## src/rtl/fetch_if_id.sv

```systemverilog
// Instruction fetch stage with IF/ID pipeline register, memory-wait handling and branch redirect.
// Optional misaligned-PC trap is enabled by defining FETCH_ALIGN_CHECK_EN.
module fetch_if_id #(
    parameter logic [15:0] RESET_PC  = 16'h0000,
    parameter logic [15:0] NOP_INSTR = 16'h0800
) (
    input  logic        clk,
    input  logic        rst_n,
    input  logic        pause_pc,
    input  logic        wrt_IF_ID,
    input  logic        br_taken,
    input  logic [15:0] br_target,
    input  logic        halt_ID,
    output logic [15:0] imem_addr,
    output logic        imem_rd,
    input  logic [15:0] imem_data,
    input  logic        imem_stall,
    input  logic        imem_done,
    output logic [15:0] instr_IF_ID,
    output logic [15:0] pc_inc_IF_ID,
    output logic        valid_IF_ID,
    output logic        fetch_stall,
    output logic        err
);

    typedef enum logic [1:0] {
        RUN,
        WAIT,
        HALT
    } state_t;

    state_t      state_q;
    logic [15:0] pc_q;
    logic [15:0] instr_q;
    logic [15:0] pc_inc_q;
    logic        valid_q;
    logic        discard_q;
    logic        err_q;
    logic [15:0] pc_plus2;
    logic        misaligned;
    logic        unused_stall;

    assign pc_plus2 = pc_q + 16'd2;
    // imem_done alone marks data valid; the busy flag is informational only
    assign unused_stall = imem_stall;

`ifdef FETCH_ALIGN_CHECK_EN
    assign misaligned = pc_q[0] && (state_q != HALT);
`else
    assign misaligned = 1'b0;
`endif

    assign imem_addr    = pc_q;
    assign imem_rd      = (state_q != HALT) && !misaligned;
    assign fetch_stall  = (state_q == WAIT) || ((state_q == RUN) && !imem_done);
    assign instr_IF_ID  = instr_q;
    assign pc_inc_IF_ID = pc_inc_q;
    assign valid_IF_ID  = valid_q;
    assign err          = err_q;

    always_ff @(posedge clk) begin
        if (!rst_n) begin
            state_q   <= RUN;
            pc_q      <= RESET_PC;
            instr_q   <= NOP_INSTR;
            pc_inc_q  <= 16'h0000;
            valid_q   <= 1'b0;
            discard_q <= 1'b0;
            err_q     <= 1'b0;
        end else if (state_q == HALT) begin
            valid_q <= 1'b0;
        end else if (br_taken) begin
            pc_q    <= br_target;
            instr_q <= NOP_INSTR;
            valid_q <= 1'b0;
            state_q <= RUN;
            // A response still in flight belongs to the old path and must be dropped
            discard_q <= ((state_q == WAIT) || discard_q) && !imem_done;
        end else if (misaligned) begin
            err_q   <= 1'b1;
            valid_q <= 1'b0;
            state_q <= HALT;
        end else begin
            if (imem_done && discard_q) begin
                discard_q <= 1'b0;
                state_q   <= RUN;
            end else if (imem_done) begin
                if (!pause_pc) begin
                    pc_q <= pc_plus2;
                end
                if (wrt_IF_ID) begin
                    instr_q  <= imem_data;
                    pc_inc_q <= pc_plus2;
                    valid_q  <= 1'b1;
                end
                state_q <= RUN;
            end else begin
                // Nothing delivered: hand decode a bubble instead of replaying the old word
                if (wrt_IF_ID) begin
                    instr_q <= NOP_INSTR;
                    valid_q <= 1'b0;
                end
                state_q <= WAIT;
            end
            if (halt_ID) begin
                state_q <= HALT;
            end
        end
    end

endmodule

```

## config.mk

```make
export PLATFORM = sky130hd
export DESIGN_NAME = fetch_if_id
export DESIGN_NICKNAME = d
export VERILOG_FILES = /design/src/rtl/fetch_if_id.sv
export SDC_FILE = /design/constraint.sdc
export NUM_CORES = 1
export LEC_CHECK = 0
export BUFFER_PORTS_ARGS = -buffer_cell sky130_fd_sc_hd__buf_2
export CAP_MARGIN = 20
export CORE_MARGIN = 4
export CORE_UTILIZATION = 45
export CTS_CLUSTER_DIAMETER = 60
export DETAILED_ROUTE_END_ITERATION = 10
export GPL_ROUTABILITY_DRIVEN = 0
export PLACE_DENSITY = 0.79
export REMOVE_ABC_BUFFERS = 1
export SETUP_SLACK_MARGIN = 0.3
export SYNTH_ARGS = -nofsm -noshare
export SYNTH_HDL_FRONTEND = slang
export SYNTH_SLANG_ARGS = --single-unit
```

## constraint.sdc

```tcl
create_clock -name clk -period 1.55 [get_ports clk]
set_clock_uncertainty 0.05 [all_clocks]
set_input_delay 0.2325 -clock clk [delete_from_list [all_inputs] [get_ports clk]]
set_output_delay 0.2325 -clock clk [all_outputs]
set_load 0.02 [all_outputs]
```

==> metrics <==
clk buf depth 2; fin crit share 0.985; max-cap check violation count 0; Routed WL per cell 17.6 um; Worst-path clk slew 90 ps; Async S/R FF share, synth 0; Crit Path Class flip-flop to flip-flop; Port Buffers 89; worst path required time 1700 ps; Synth Area in Compound Gates 0.244; Hold Path Origin halt_ID; global-route wire length before repair 13400 um; Cells after DPL 463; Min Clock Period, post-route 1530 ps; Top Ports 92; Max Slew Vio Count 0; Fmax 655 MHz; n_diodes 0; Die Width 84.1 um; Hold Slack 47.6 ps; post-synthesis sequential area ratio 0.400; Hold-fix buffers, CTS 0; largest net degree at the start of global routing 47; main combinational cell family by area after synthesis simple AND/OR/NAND/NOR gates; CTS tree built; Layout Cells excl Fill 504; initial antenna violation count 0; Post-Synth XOR/XNOR Area 0.0370; Max H-tree Level 2; Vias 2825; Synth Area in Adders 0.00481; Post-Synth Simple-Gate Area 0.248; Hold Crit Class primary input to flip-flop; launch point of the worst reg-to-reg path discard_q; Sink Count 52; CP Capture Type flip-flop; Die Area 7070 sq um; Syn Area/Cell 8.89 sq um; final setup fails 0; worst-path maximum fanout 7; chip height 84.1 um; initial drt markers 155; Fillers 377; Ys Warns 0; grt total ovfl 0; Cells after Synth 293; Peak VDD IR 0.398 mV; Arr. time, crit path 1680 ps; DRC violations left 0; TritonRoute pass-1 iters 5; Worst-Skew Late Latency 310 ps; Setup WS pre-CTS -40.9 ps; flops & latches, synth 52; final net count 472; pwr/cell area 732 nW/um^2; Synth Flop Type dfxtp_1; number of synthesized flops with an enable pin 0; CTS Buf Count 5; Final Hold Fails 0; setup TNS 0 ps; Routed Antenna Nets 0; drt total wl 8860 um; crit path from discard_q; multiplexer share of the synthesized area 0.00384; vias in the first global route 2798; RSZ-0062 raised after global routing yes; Pwr Total 3.10 mW; initial core utilization 0.467; GR Util All Layers 0.235; Area Overhead vs Synth 62.7%; dpl hpwl 5010 um; vias per cell 5.61; post-synthesis cell area 2600 sq um; leakage 1.88 nW; Synth cell types 52; Setup WS post-layout 23.7 ps; FP Rows 27; total core area 5570 sq um; Clock Root Buffer clkbuf_8; layout cell share with drive strength beyond 1 0.556; crit start category flip-flop; status finished, final reports clean
-- final timing paths --
path / endpoint / slack (ps) / cells past startpoint
worst max-delay path: imem_addr[13] / 20 / 4
worst min-delay path: state_q[0] / 50 / 2
worst max register to register: imem_addr[13] / 20 / 4
worst min register to register: instr_IF_ID[14] / 410 / 2
-- report_power, final --
| part | internal (mW) | switching, mW | total (mW) |
|---|---|---|---|
| logic | 0.404 | 0.431 | 0.835 |
| clock network | 0.357 | 0.452 | 0.810 |
| registers | 1.40 | 0.0605 | 1.46 |
-- cell families (layout without fill, tap and decap cells) --
family	Yosys count	count (layout)
muxes	1	1
other	1	1
and+or+nand+nor	107	107
buffers and inverters	29	168
adders and majority gates	1	1
DFF	52	52
xor gates and xnor gates	11	11
AOI/OAI and AO/OA	91	91
-- per-layer routing --
layer | part of all wire | vias up | GRT usage
met5 | 0 | - | 0
met4 | 0.021 | 0 | 0.0643
met3 | 0.073 | 23 | 0.0592
met2 | 0.51 | 120 | 0.420
met1 | 0.39 | 1342 | 0.276
li1 | - | 1340 | -
-- cell usage in the layout, fill, tap and decap left out, drive strengths merged, types with 8 or more instances in the layout --
cell type	n
buf	157
dfxtp	52
nand3	13
a21boi	8
nor2	12
o21ai	18
nand2	32
nor2b	18
a22oi	14
a21oi	17
-- critical path: stages (launching register included) --
cell	delay [ps]
dfxtp_4	380
nor3b_4	350
o21ai_4	150
a32o_1	230
a211o_1	260
-- Yosys cell counts (2+ instances only) --
cell,n,area [sq um]
o211a_1,4,40.0
or3_1,2,12.5
buf_6,2,22.5
a22oi_1,14,105
nand4_4,2,42.5
a21oi_1,17,85.1
xnor2_1,5,43.8
a211o_1,4,35.0
nand2_1,32,120
a2111oi_2,2,30.0
o21ai_0,16,80.1
nand3_2,2,20.0
nor4_1,2,12.5
o21a_1,5,37.5
nor2_1,12,45.0
inv_1,3,11.3
a21boi_0,7,52.6
a32o_1,4,40.0
o31ai_1,3,22.5
clkbuf_1,6,22.5
nor2b_1,17,106
nor3b_1,3,22.5
nand3_1,10,50.1
and4_1,3,26.3
buf_2,12,60.1
nand2b_1,3,18.8
o22ai_1,4,25.0
buf_4,5,37.5
a32oi_1,2,17.5
a31oi_1,3,18.8
and3_1,6,37.5
xor2_1,6,52.6
dfxtp_1,52,1040
nor3_1,5,25.0
-- through the flow --
stage / instance area, sq um / util
finish: 4240 / 0.760
global route: 4240 / 0.760
CTS: 3940 / 0.706
detailed placement: 3280 / 0.588
global placement: 3280 / 0.588
floorplan: 2460 / -
-- what timing repair did --
item | in CTS | in global routing
endpoints found under the setup margin | 62 | 65
buffers inserted | 16 | 11
resized for setup | 105 | 52
pin swaps | 25 | 14
hold endpoints to repair | 0 | 0
cloned | 6 | 0
-- final cells by class --
| type | count | area, sq um | area share |
|---|---|---|---|
| clock buffer | 6 | 82.6 | 0.0195 |
| clock inverter | 2 | 10.0 | 0.00236 |
| inverter | 3 | 13.8 | 0.00325 |
| multi-input combinational | 212 | 1710 | 0.404 |
| sequential | 52 | 1080 | 0.256 |
| tap | 72 | 90.1 | 0.0213 |
| timing repair buffer | 157 | 1240 | 0.294 |
-- state kept, by name, indices dropped and copies added, names as in the netlist --
register / count
discard_q: 1
imem_addr: 16
pc_inc_IF_ID: 16
state_q: 2
valid_IF_ID: 1
instr_IF_ID: 16
No activity file was read; power rests on OpenSTA's default activity.
